## src/rtl/rx_pattern_checker.sv

```systemverilog
// Receive-side frame pattern checker: hunts for the comma frame, verifies
// LOCK_FRAMES good frames, then reports bad words and drops lock after a bad run.

module rx_pattern_checker_byte (
  input  logic [7:0] data,
  input  logic       is_k,
  input  logic       not_in_table,
  input  logic [7:0] exp_data,
  input  logic       exp_k,
  output logic       ok
);
  assign ok = (data == exp_data) && (is_k == exp_k) && !not_in_table;
endmodule


```

## config.mk

```make
export PLATFORM = sky130hd
export DESIGN_NAME = rx_pattern_checker_byte
export DESIGN_NICKNAME = d
export VERILOG_FILES = /design/src/rtl/rx_pattern_checker.sv
export SDC_FILE = /design/constraint.sdc
export NUM_CORES = 1
export LEC_CHECK = 0
export BUFFER_PORTS_ARGS = -buffer_cell sky130_fd_sc_hd__buf_2
export CAP_MARGIN = 20
export CELL_PAD_IN_SITES_DETAIL_PLACEMENT = 1
export CELL_PAD_IN_SITES_GLOBAL_PLACEMENT = 2
export CORE_AREA = 2 2 39 41
export DETAILED_ROUTE_END_ITERATION = 6
export DIE_AREA = 0 0 41 43
export PLACE_DENSITY_LB_ADDON = 0.1
export SLEW_MARGIN = 20
export SYNTH_ARGS = -nofsm -noshare
export SYNTH_HDL_FRONTEND = slang
export SYNTH_SLANG_ARGS = --single-unit
```

## constraint.sdc

```tcl
create_clock -name vclk -period 0.8
set_clock_uncertainty 0.05 [all_clocks]
set_input_delay 0.08 -clock vclk [all_inputs]
set_output_delay 0.08 -clock vclk [all_outputs]
set_load 0.1 [all_outputs]
```

; Yosys cells after proc, flatten, opt, wreduce, memory -nomap -nowiden
; Index checks and enable logic that the tools add are counted.
[op_classes]
multipliers = 0
n_eq_ne = 2
muxes = 0
n_shift = 0
div_mod_pow = 0
bitwise = 0
magnitude_cmp = 0
add_sub_neg = 0
reduce_logical = 3
[ops]
columns = cell, n
row1 = == test 8 bit, 1
row2 = logical AND 1 bit, 2
row3 = == test 1 bit, 1
row4 = zero test 1 bit, 1
[word_totals]
register_bits = 0
rom_bits = 0
input_bits = 19
mem_count = 0
latch_bits = 0
ramBits = 0
word_cells = 5

; Depth between registers and ports, before layout
[logic_depth]
word_depth = 3
ltp_mapped = 3

; Least setup slack after synthesis
; Ideal clock, no wire load.
[synth_path]
path_type = input to output
from = input exp_data[2]
to = output ok
cell_stages = 3
slack_ps = -1366
t_arrival_ps = 2036
required_time_ps = 670
n_path_buf = 0
path_cell_list = xnor2_1 nand4_1 nor4_2
[synth_between]
elab_chain_cells = 3
[synth_rtl]
columns = item, line_no
row1 = start: declaration, 8  ; input logic [7:0] exp_data,
row2 = == test 8 bit, 12  ; assign ok = (data == exp_data) && (is_k == exp_k) && !not_in_table;
row3 = logical AND 1 bit (2 in a row), 12
row4 = end: declaration, 10  ; output logic ok
; No other way between the ends.

; Worst setup path after layout
[layout_path]
from = input exp_data[7]
to = output ok
; The elaborated chain is that of the path after synthesis.

==> metrics.cfg <==
[global_routing]
antenna_found_initial = 0
grt-ovfl-total = 0
grt_usage = 0.0380
grt_pass1_wl_um = 503
grt_pass1_vias = 152
grt_start_max_net_pins = 2

[status]
outcome = finished, violations left
failed_checks = negative setup slack

[synth]
synthCells = 12
synth_common_cells = 8 x xnor2_1, 2 x nand4_1, 1 x nor4_2, 1 x xor2_1
syn-cell-area_um2 = 104
synth_cell_types = 4
yosysSeqAreaShare = 0
yosys_warnings = 0
synth.top_cell.area_share = 0.675
syn_nets = 31
ys_top_cells_by_area = xnor2_1 67%, nand4_1 12%, nor4_2 12%
avgSynthCellArea_um2 = 8.65
synth_most_common_cell = xnor2_1
synth_area_leader_cell = xnor2_1

[routing]
vias = 165
wl_met3_um = 82
routedWlPerCell_um = 7.77
wl_met1_um = 118
ant_nets = 0
drc_errors = 0
drt_wl_total_um = 373
wl_met2_um = 172
routed_via_density = 3.44
drt_iter0_drc = 0
dr.pass1.iters = 1
routed.top_layer = met3

[layout]
final_cells = 48
drive_above_1_share = 0.750
seq_area_um2 = 0
areaGrowthSynthToFinish_pct = 196
n_sequential_cell = 0
clockBufferCount = 0
final_util = 0.222
n_antenna_cell = 0
multi_input_area_um2 = 135
fill_cells = 171
design_area_um2 = 308
nets = 53

[placement]
dp_cells = 48
pre_cts_ws_ns = -0.344
io_buffers = 20
gp_congestion = 0.563
place_area_um2 = 248

[sta]
tightest_slew_ns = 0.254
rsz0062_at_grt = true
relSlewSlack = 0.829
tns_ns = -0.304
fmax_mhz = 906
finalHoldViolCount = 0
finalWorstSetupSlack_ns = -0.304
slew_viol_final = 0
min_period_over_period = 1.38
period_minus_slack_ns = 1.10
setup_violations = 1

[flow_run]
maxCapViolCount = 0

[critical_path]
path_class = primary input to primary output
start_kind = primary input
cp-end-kind = primary output
cp.arrival_ns = 0.97
worstPathMaxFanout = 1
cp_data_required_time_ns = 0.67

[power_and_ir_drop]
vdd_ir_drop_max_mv = 0.120
power.leakage_nw = 0.138
powerDensity_nw_per_um2 = 449

[clock_network]
holdBufCountCts = 0
post-cts-setup-buffer-count = 0

[die]
core_um2 = 1380
die_h_um = 43
die_area_um2 = 1760
start_util = 0.0750
boundaryPins = 20
fp.dieW_um = 41
num_rows = 14

[min_path]
hold_path.class = primary input to primary output

==> through the flow <==
step	hold slack, ns	total power (W)
final	0.417	0.000138
after global routing	0.427	0.000149
after CTS	0.421	0.000136
after detailed placement	0.420	0.000108
after global placement	0.420	0.000106
after floorplan	0.225	0.0000487
==> routing by layer <==
layer / vias up / track usage
met5: - / 0
li1: 82 / -
met2: 17 / 0.0813
met3: 0 / 0.00524
met4: 0 / 0
met1: 66 / 0.0349
==> worst paths after layout <==
path	start	to	slack, ns	cells after the start
worst max-delay path	exp_data[7]	ok	-0.30	5
worst min-delay path	not_in_table	ok	0.42	3
==> placed cells by master, fill, tap and decap left out <==
cell type	Yosys	routed
nand4_1	2	2
buf_12	0	1
xor2_1	1	1
xnor2_2	0	3
buf_2	0	13
buf_6	0	6
nor4_4	0	1
xnor2_1	8	5
==> final cells by class <==
| type | count | share of cell area |
|---|---|---|
| Tap cell | 16 | 0.0650 |
| Timing Repair Buffer | 20 | 0.496 |
| Multi-Input combinational cell | 12 | 0.439 |
==> worst max-delay path, cell delays in order <==
cell and delay, ns:
buf_6 0.09, xnor2_2 0.13, nand4_1 0.16, nor4_4 0.29, buf_12 0.21
==> timing repair <==
action / CTS / global route
endpoints found under the setup margin: 1 / 1
endpoints found under the hold margin: 0 / 0
pin swaps: 0 / 0
gates resized for setup: 8 / 1
==> where the power goes <==
part	internal (W)	switching [W]
clock network	0	0
logic	0.0000917	0.0000466
registers	0	0
==> cell families (layout without fill, tap and decap cells) <==
| kind of cell | after synthesis | after routing | synth area share |
|---|---|---|---|
| and+or+nand+nor | 3 | 3 | 0.241 |
| buffers and inverters | 0 | 20 | 0 |
| xor gates and xnor gates | 9 | 9 | 0.759 |
Power figures use the tool's default switching activity.
